### config.mk
export PLATFORM = sky130hd
export DESIGN_NAME = axil_cfg_sequencer
export DESIGN_NICKNAME = d
export VERILOG_FILES = /design/src/rtl/axil_cfg_sequencer.sv
export SDC_FILE = /design/constraint.sdc
export NUM_CORES = 1
export LEC_CHECK = 0
export BUFFER_PORTS_ARGS = -buffer_cell sky130_fd_sc_hd__clkbuf_2
export CAP_MARGIN = 0
export CORE_MARGIN = 4
export CORE_UTILIZATION = 52
export CTS_CLUSTER_SIZE = 20
export DETAILED_ROUTE_END_ITERATION = 6
export PLACE_DENSITY = 0.85
export SLEW_MARGIN = 5
export SYNTH_ARGS = -nofsm -noshare
export SYNTH_HDL_FRONTEND = slang
export SYNTH_SLANG_ARGS = --single-unit
### constraint.sdc
create_clock -name clk -period 3.2 [get_ports clk]
set_clock_uncertainty 0.2 [all_clocks]
set_input_delay 0.16 -clock clk [delete_from_list [all_inputs] [get_ports clk]]
set_output_delay 0.16 -clock clk [all_outputs]
set_load 0.01 [all_outputs]
### src/rtl/axil_cfg_sequencer.sv
// axil_cfg_sequencer: AXI-Lite master that walks a command table after a start
// pulse, issuing one write per entry and optionally reading it back to verify.
// Ports:
//   clk, reset_n             clock, async active-low reset
//   start                    one-cycle pulse, begins the run at entry 0
//   busy / done / error      run in progress / finished OK pulse / aborted pulse
//   err_code, err_idx        cause (1 BRESP, 2 RRESP, 3 timeout, 4 mismatch) and entry of last abort
//   tbl_idx                  entry being processed; tbl_op/tbl_addr/tbl_data answer combinationally
//   aw*, w*, b*, ar*, r*     AXI-Lite master write and read channels
module axil_cfg_sequencer #(
    parameter int unsigned ADDR_W  = 32,
    parameter int unsigned DATA_W  = 32,
    parameter int unsigned IDX_W   = 4,
    parameter int unsigned TIMEOUT = 255
) (
    input  logic              clk,
    input  logic              reset_n,
    input  logic              start,
    output logic              busy,
    output logic              done,
    output logic              error,
    output logic [2:0]        err_code,
    output logic [IDX_W-1:0]  err_idx,
    output logic [IDX_W-1:0]  tbl_idx,
    input  logic [1:0]        tbl_op,
    input  logic [ADDR_W-1:0] tbl_addr,
    input  logic [DATA_W-1:0] tbl_data,
    output logic [ADDR_W-1:0] awaddr,
    output logic              awvalid,
    input  logic              awready,
    output logic [DATA_W-1:0] wdata,
    output logic              wvalid,
    input  logic              wready,
    input  logic [1:0]        bresp,
    input  logic              bvalid,
    output logic              bready,
    output logic [ADDR_W-1:0] araddr,
    output logic              arvalid,
    input  logic              arready,
    input  logic [DATA_W-1:0] rdata,
    input  logic [1:0]        rresp,
    input  logic              rvalid,
    output logic              rready
);

    localparam int unsigned CNT_W = ($clog2(TIMEOUT + 1) > 8) ? $clog2(TIMEOUT + 1) : 8;
    localparam logic [IDX_W-1:0] LAST_IDX = '1;
    localparam logic [2:0] ERR_BRESP = 3'd1;
    localparam logic [2:0] ERR_RRESP = 3'd2;
    localparam logic [2:0] ERR_TMO   = 3'd3;
    localparam logic [2:0] ERR_CMP   = 3'd4;

    typedef enum logic [2:0] {
        S_IDLE, S_FETCH, S_WR, S_WRESP, S_RADDR, S_RDATA, S_NEXT
    } state_t;

    state_t             state_q, state_d;
    logic [CNT_W-1:0]   cnt_q, cnt_d;
    logic               verify_q, verify_d;

    logic               busy_d, done_d, error_d;
    logic [2:0]         err_code_d;
    logic [IDX_W-1:0]   err_idx_d, tbl_idx_d;
    logic [ADDR_W-1:0]  awaddr_d, araddr_d;
    logic [DATA_W-1:0]  wdata_d;
    logic               awvalid_d, wvalid_d, bready_d, arvalid_d, rready_d;

    logic               abort, finish, timeout_hit, aw_ok, w_ok;
    logic [2:0]         abort_code;

    // Last waiting cycle before the phase budget runs out.
    assign timeout_hit = (cnt_q == CNT_W'(TIMEOUT - 1));

    // Next-state and next-output logic.
    always_comb begin
        state_d    = state_q;
        cnt_d      = cnt_q;
        verify_d   = verify_q;
        busy_d     = busy;
        done_d     = 1'b0;
        error_d    = 1'b0;
        err_code_d = err_code;
        err_idx_d  = err_idx;
        tbl_idx_d  = tbl_idx;
        awaddr_d   = awaddr;
        awvalid_d  = awvalid;
        wdata_d    = wdata;
        wvalid_d   = wvalid;
        bready_d   = bready;
        araddr_d   = araddr;
        arvalid_d  = arvalid;
        rready_d   = rready;
        abort      = 1'b0;
        finish     = 1'b0;
        abort_code = 3'd0;
        aw_ok      = 1'b0;
        w_ok       = 1'b0;

        case (state_q)
            S_IDLE: begin
                if (start) begin
                    state_d   = S_FETCH;
                    tbl_idx_d = '0;
                    busy_d    = 1'b1;
                end
            end
            S_FETCH: begin
                if (tbl_op[1]) begin
                    finish = 1'b1;
                end else begin
                    verify_d  = tbl_op[0];
                    awaddr_d  = tbl_addr;
                    wdata_d   = tbl_data;
                    awvalid_d = 1'b1;
                    wvalid_d  = 1'b1;
                    state_d   = S_WR;
                end
            end
            S_WR: begin
                // A channel whose valid is already low has completed its handshake.
                aw_ok = !awvalid || awready;
                w_ok  = !wvalid || wready;
                if (awvalid && awready) awvalid_d = 1'b0;
                if (wvalid && wready)   wvalid_d  = 1'b0;
                if (aw_ok && w_ok) begin
                    state_d  = S_WRESP;
                    bready_d = 1'b1;
                end else if (timeout_hit) begin
                    abort      = 1'b1;
                    abort_code = ERR_TMO;
                end
            end
            S_WRESP: begin
                if (bvalid) begin
                    bready_d = 1'b0;
                    if (bresp != 2'b00) begin
                        abort      = 1'b1;
                        abort_code = ERR_BRESP;
                    end else if (verify_q) begin
                        araddr_d  = awaddr;
                        arvalid_d = 1'b1;
                        state_d   = S_RADDR;
                    end else begin
                        state_d = S_NEXT;
                    end
                end else if (timeout_hit) begin
                    abort      = 1'b1;
                    abort_code = ERR_TMO;
                end
            end
            S_RADDR: begin
                if (arready) begin
                    arvalid_d = 1'b0;
                    rready_d  = 1'b1;
                    state_d   = S_RDATA;
                end else if (timeout_hit) begin
                    abort      = 1'b1;
                    abort_code = ERR_TMO;
                end
            end
            S_RDATA: begin
                if (rvalid) begin
                    rready_d = 1'b0;
                    // Response error outranks a data mismatch in the same beat.
                    if (rresp != 2'b00) begin
                        abort      = 1'b1;
                        abort_code = ERR_RRESP;
                    end else if (rdata != wdata) begin
                        abort      = 1'b1;
                        abort_code = ERR_CMP;
                    end else begin
                        state_d = S_NEXT;
                    end
                end else if (timeout_hit) begin
                    abort      = 1'b1;
                    abort_code = ERR_TMO;
                end
            end
            S_NEXT: begin
                if (tbl_idx == LAST_IDX) begin
                    finish = 1'b1;
                end else begin
                    tbl_idx_d = tbl_idx + IDX_W'(1);
                    state_d   = S_FETCH;
                end
            end
            default: state_d = S_IDLE;
        endcase

        if (finish) begin
            state_d = S_IDLE;
            busy_d  = 1'b0;
            done_d  = 1'b1;
        end

        // Abort leaves the bus quiet; the slave is recovered by system reset.
        if (abort) begin
            state_d    = S_IDLE;
            busy_d     = 1'b0;
            error_d    = 1'b1;
            err_code_d = abort_code;
            err_idx_d  = tbl_idx;
            awvalid_d  = 1'b0;
            wvalid_d   = 1'b0;
            bready_d   = 1'b0;
            arvalid_d  = 1'b0;
            rready_d   = 1'b0;
        end

        // Phase counter restarts on every state entry, runs only while waiting on the slave.
        if (state_d != state_q) begin
            cnt_d = '0;
        end else if (state_q inside {S_WR, S_WRESP, S_RADDR, S_RDATA}) begin
            cnt_d = cnt_q + CNT_W'(1);
        end
    end

    // State and output registers.
    always_ff @(posedge clk or negedge reset_n) begin
        if (!reset_n) begin
            state_q  <= S_IDLE;
            cnt_q    <= '0;
            verify_q <= 1'b0;
            busy     <= 1'b0;
            done     <= 1'b0;
            error    <= 1'b0;
            err_code <= 3'd0;
            err_idx  <= '0;
            tbl_idx  <= '0;
            awaddr   <= '0;
            awvalid  <= 1'b0;
            wdata    <= '0;
            wvalid   <= 1'b0;
            bready   <= 1'b0;
            araddr   <= '0;
            arvalid  <= 1'b0;
            rready   <= 1'b0;
        end else begin
            state_q  <= state_d;
            cnt_q    <= cnt_d;
            verify_q <= verify_d;
            busy     <= busy_d;
            done     <= done_d;
            error    <= error_d;
            err_code <= err_code_d;
            err_idx  <= err_idx_d;
            tbl_idx  <= tbl_idx_d;
            awaddr   <= awaddr_d;
            awvalid  <= awvalid_d;
            wdata    <= wdata_d;
            wvalid   <= wvalid_d;
            bready   <= bready_d;
            araddr   <= araddr_d;
            arvalid  <= arvalid_d;
            rready   <= rready_d;
        end
    end

endmodule

==> Yosys cells after proc, flatten, opt, wreduce, memory -nomap -nowiden <==
Cells that the tools add are included.
Widths: inputs -> output; s select.
{ "word_totals": {"regBits": 127, "latch_bits": 0, "ram_bits": 0, "rom_bits": 0, "out_inout_bits": 115, "wordCells": 137, "n_memories": 0} }
{ "classes": {"n_addsub": 2, "mul": 0, "n_div": 0, "order_cmp": 0, "n_eq_ne": 21, "n_shift": 0, "mux": 67, "bitwise": 2, "reduce_logical": 28} }
{ "ops": {"columns": ["cell", "count"], "rows": [
  ["$mux 3", 16],
  ["$mux 1", 33],
  ["$ne 32x32->1", 1],
  ["$ne 3x3->1 const B", 9],
  ["$pmux 3 s7", 1],
  ["$reduce_bool 3->1", 6],
  ["$mux 8", 2],
  ["$reduce_and 3->1", 5],
  ["$pmux 1 s2", 6],
  ["$pmux 3 s4", 1],
  ["$eq 3x3->1 const B", 3],
  ["$add 8x1->8 const B", 1],
  ["$eq 8x8->1 const B", 1],
  ["$mux 2", 4],
  ["$mux 4", 2],
  ["$pmux 4 s2", 1],
  ["$reduce_bool 2->1", 4],
  ["$eq 3x2->1 const B", 2],
  ["$reduce_and 5->1", 1],
  ["$add 4x1->4 const B", 1],
  ["$eq 4x4->1 const B", 1],
  ["$ne 2x2->1 const B", 2],
  ["$pmux 1 s4", 1],
  ["$reduce_and 2->1", 2],
  ["9 further kinds", 14]
]} }

==> Longest topological paths before layout <==
{ "depth": {"word_depth": 9, "depth_mapped": 9, "ltp_nobuf": 9} }

==> Least setup slack after synthesis <==
No wires, ideal clock.
{ "synth_path": {"kind": "register to register", "start": "register wdata[26]", "end": "register err_idx[2]", "setup_time_ns": 0.128, "arrival_time_ns": 1.924, "slack_ns": 0.948, "stages_incl_launch_ff": 9, "period_less_slack_ns": 2.252, "cell_sequence": "dfrtp_1 xnor2_1 nand4_1 nor4_4 nand2_1 nor2_1 o21ai_1 buf_2 mux2_1"} }
{ "synth_between": {"elab_chain_cells": 5} }
{ "synth_lines": {"columns": ["item", "line", "source"], "rows": [
  ["start: declaration", "31", "output logic [DATA_W-1:0] wdata,"],
  ["start signal: assignment", "250", "wdata <= wdata_d;"],
  ["$ne 32x32->1", "168", "end else if (rdata != wdata) begin"],
  ["$mux 1", "168", null],
  ["$mux 1", "165", "if (rresp != 2'b00) begin"],
  ["$mux 1", "162", "if (rvalid) begin"],
  ["$pmux 1 s4", "99", "case (state_q)"],
  ["via abort", "68", "logic abort, finish, timeout_hit, aw_ok, w_ok;"],
  ["end signal: assignment", "246", "err_idx <= err_idx_d;"],
  ["end: declaration", "23", "output logic [IDX_W-1:0] err_idx,"]
]} }
The timed path passes the listed nets, and every way through them passes these cells.
A chain may end at the register's enable or synchronous reset.

==> Worst setup path after layout <==
{ "layout_path": {"start": "register state_q[0]", "end": "register cnt_q[0]"} }
{ "layout_between": {"word_cells_on_any_way": 26} }
{ "layout_rtl": {"columns": ["item", "line", "source"], "rows": [
  ["start: declaration", "57", "state_t state_q, state_d;"],
  ["start signal: assignment", "239", "state_q <= state_d;"],
  ["$eq 3x3->1, or another cell as far along", "99", null],
  ["$pmux 3 s7 / $pmux 1 s2 (equally long branches)", "99", null],
  ["$mux 3", "190", "if (finish) begin"],
  ["$mux 3 (*)", "197", "if (abort) begin"],
  ["via state_d[2]", "57", null],
  ["$ne 3x3->1 (*)", "211", "if (state_d != state_q) begin"],
  ["$mux 8 / $reduce_bool 2->1 (equally long branches)", null, null],
  ["end signal: assignment", "240", "cnt_q <= cnt_d;"],
  ["end: declaration", "58", "logic [CNT_W-1:0] cnt_q, cnt_d;"]
]} }
Mark *: on every way through the listed nets, which the timed path passes. The rest lies on a longest branch.

==> results.json <==
{
  "netlist_instances": 421,
  "fillers": 624,
  "die-height_um": 112,
  "tns_ps": 0,
  "yosysSeqAreaShare": 0.568,
  "core_area_mm2": 0.0104,
  "synth_area_leaders": "dfrtp_1 57%, mux2_2 20%, xnor2_1 5.6%, a21oi_1 1.3%, nor2_1 1.3%",
  "ys_warn_count": 0,
  "slowest_delay_ps": 560,
  "avgSynthCellArea_um2": 13.3,
  "finalHoldViolCount": 0,
  "insertedDiodeCount": 0,
  "period_minus_slack_ps": 2900,
  "clk_pin_slew_worst_paths_ps": 60,
  "final_cell_mix": "223 x clkbuf_2, 127 x dfrtp_1, 100 x mux2_2, 75 x dlygate4sd3_1, 36 x xnor2_1",
  "worstPathRequired_ps": 3390,
  "multi_input_area_mm2": 0.00231,
  "cellLeakagePower_nw": 3.96,
  "slew_viol_final": 0,
  "worstPathCellList": "clkinv_1 > nor2_1 > o21ai_1 > a31oi_2 > nor3_2 > xor2_2 > nor4_1",
  "drc": 0,
  "ant_nets": 0,
  "layout.nets": 842,
  "die_area_mm2": 0.0125,
  "clkLatencyLatePin_ps": 510,
  "crit_fanout": 12,
  "power_density_mw_per_mm2": 932,
  "first_pass_iters": 5,
  "max_cap_viol_count": 0,
  "placed_area_mm2": 0.00687,
  "slowest_stage": "dfrtp_1",
  "vias": 4703,
  "antenna_found_initial": 0,
  "syn_area_mm2": 0.00559,
  "max_slew_margin": 0.555,
  "grt_pass1_vias": 5147,
  "hpwl_mm": 10.5,
  "synth_area_leader_cell": "dfrtp_1",
  "ys_types": 46,
  "ios": 225,
  "vias_per_cell": 5.36,
  "drive_gt1_frac": 0.497,
  "worstHoldPathType": "in -> async",
  "period_share": 0.908,
  "cts_root_buf": "clkbuf_8",
  "status": "finished, final reports clean",
  "layout_commonest_cell": "clkbuf_2",
  "place.gp.congestion": 0.906,
  "setup-violations-final": 0,
  "initial_utilization": 0.537,
  "postCtsSetupBuffers": 0,
  "tightest_slew_ps": 668,
  "track_usage": 0.265,
  "cts.path.max_buffers": 2,
  "synth_fp_nets": 534,
  "seqCellArea_mm2": 0.00318,
  "syn_to_final_growth_pct": 46.8,
  "rsz0062_at_grt": "false",
  "fin_area_mm2": 0.00821,
  "cp-start-kind": "flip-flop",
  "wl_per_cell_um": 18.4,
  "wl_mm": 16.2,
  "cp-end-kind": "flip-flop",
  "worstSetupPathType": "reg -> reg",
  "cts.sinks": 127,
  "portBuffers": 224,
  "yosysTopAreaCellShare": 0.568,
  "finalPower_mw": 7.65,
  "fmax_ghz": 0.344,
  "ir_drop_uv": 601,
  "drt_iter0_markers": 292,
  "dieWidth_um": 112,
  "num_rows": 37,
  "grt_max_degree": 77,
  "cts_buffers": 17,
  "cts_tree": "done",
  "synth_seq_cells": 127,
  "r2r_cells": 7,
  "h-tree-depth": 4,
  "grt_first_pass_wirelength_mm": 26.1,
  "gr-total-overflow": 0,
  "cp.arrival_ps": 3090
}
## stage by stage
step	worst slack, ps	hold WS, ps	util	std cells
CTS	339	33.2	0.788	878
global route	121	72.8	0.788	878
global placement	612	30.6	0.660	771
detailed placement	453	44.0	0.660	771
finish	296	28.0	0.788	878
floorplan	948	-336	-	421
## timing repair
action                    CTS  global route
hold buffers               75             0
resized for setup           0             0
hold endpoints to repair  131             0
## final timing paths
kind	start	endpoint	slack (ps)
max	state_q[0]	cnt_q[0]	300
min	reset_n	err_code[2]	30
max reg2reg	state_q[0]	cnt_q[0]	300
min reg2reg	araddr[21]	araddr[21]	310
max in group asynchronous	reset_n	awaddr[21]	1960
min in group clk	rdata[22]	err_code[2]	90
## worst max-delay path: cells and delay by family (launching register included)
kind | cells | cell delay, ps
buf+inv | 1 | 420
compound gates | 2 | 490
xor+xnor | 1 | 210
simple gates | 3 | 890
flops | 1 | 560
## routing by layer
layer	vias to the layer above	part of all wire	GRT usage
met5	-	0	0
met4	0	0.044	0.137
met3	58	0.063	0.0658
met2	219	0.54	0.476
met1	2297	0.35	0.287
li1	2129	-	-
## state kept, by name, summed over array words and instances, names as in the netlist
signal and cells:
err_code 3, err_idx 4, araddr 32, verify_q 1, cnt_q 8, wvalid 1, rready 1, awaddr 32
wdata 32, awvalid 1, error 1, done 1, busy 1, bready 1, state_q 3, arvalid 1
tbl_idx 4
## cell usage after synthesis, drive strengths merged
cell type and n:
clkbuf 4, inv 6, o32ai 1, mux2 101
o211ai 2, o311ai 1, xor2 5, a21oi 15
nor4 11, or3 2, a211oi 2, a311o 1
nand3 10, xnor2 37, nand4 11, nor2 20
nor2b 2, nor3 2, and2 2, nand2b 5
o21a 2, nand2 13, and3 2, buf 11
o22ai 1, o21ai 13, a31oi 4, nand3b 2
dfrtp 127, clkinv 1, a311oi 1, ha 3
o221ai 1
## layout make-up
cell class / instances / area share
sequential: 127 / 0.387
multi-input combinational: 272 / 0.282
timing repair buffer: 304 / 0.236
clock buffer: 19 / 0.0526
tap: 136 / 0.0207
clock inverter: 13 / 0.0184
inverter: 7 / 0.00320
## kinds of logic after synthesis
group           after synthesis  synth area share
compound gates               44            0.0501
xor+xnor                     42            0.0685
fa+ha+maj                     3           0.00671
buf+inv                      22            0.0195
flops                       127             0.568
mux                         101             0.203
simple gates                 82            0.0835
## power by group
group / switching (mW) / internal [mW]
combinational: 1.42 / 1.43
clock: 0.748 / 1.14
sequential: 0.600 / 2.30
total: 2.77 / 4.88
Note: power is estimated with default switching activity, not from simulation.
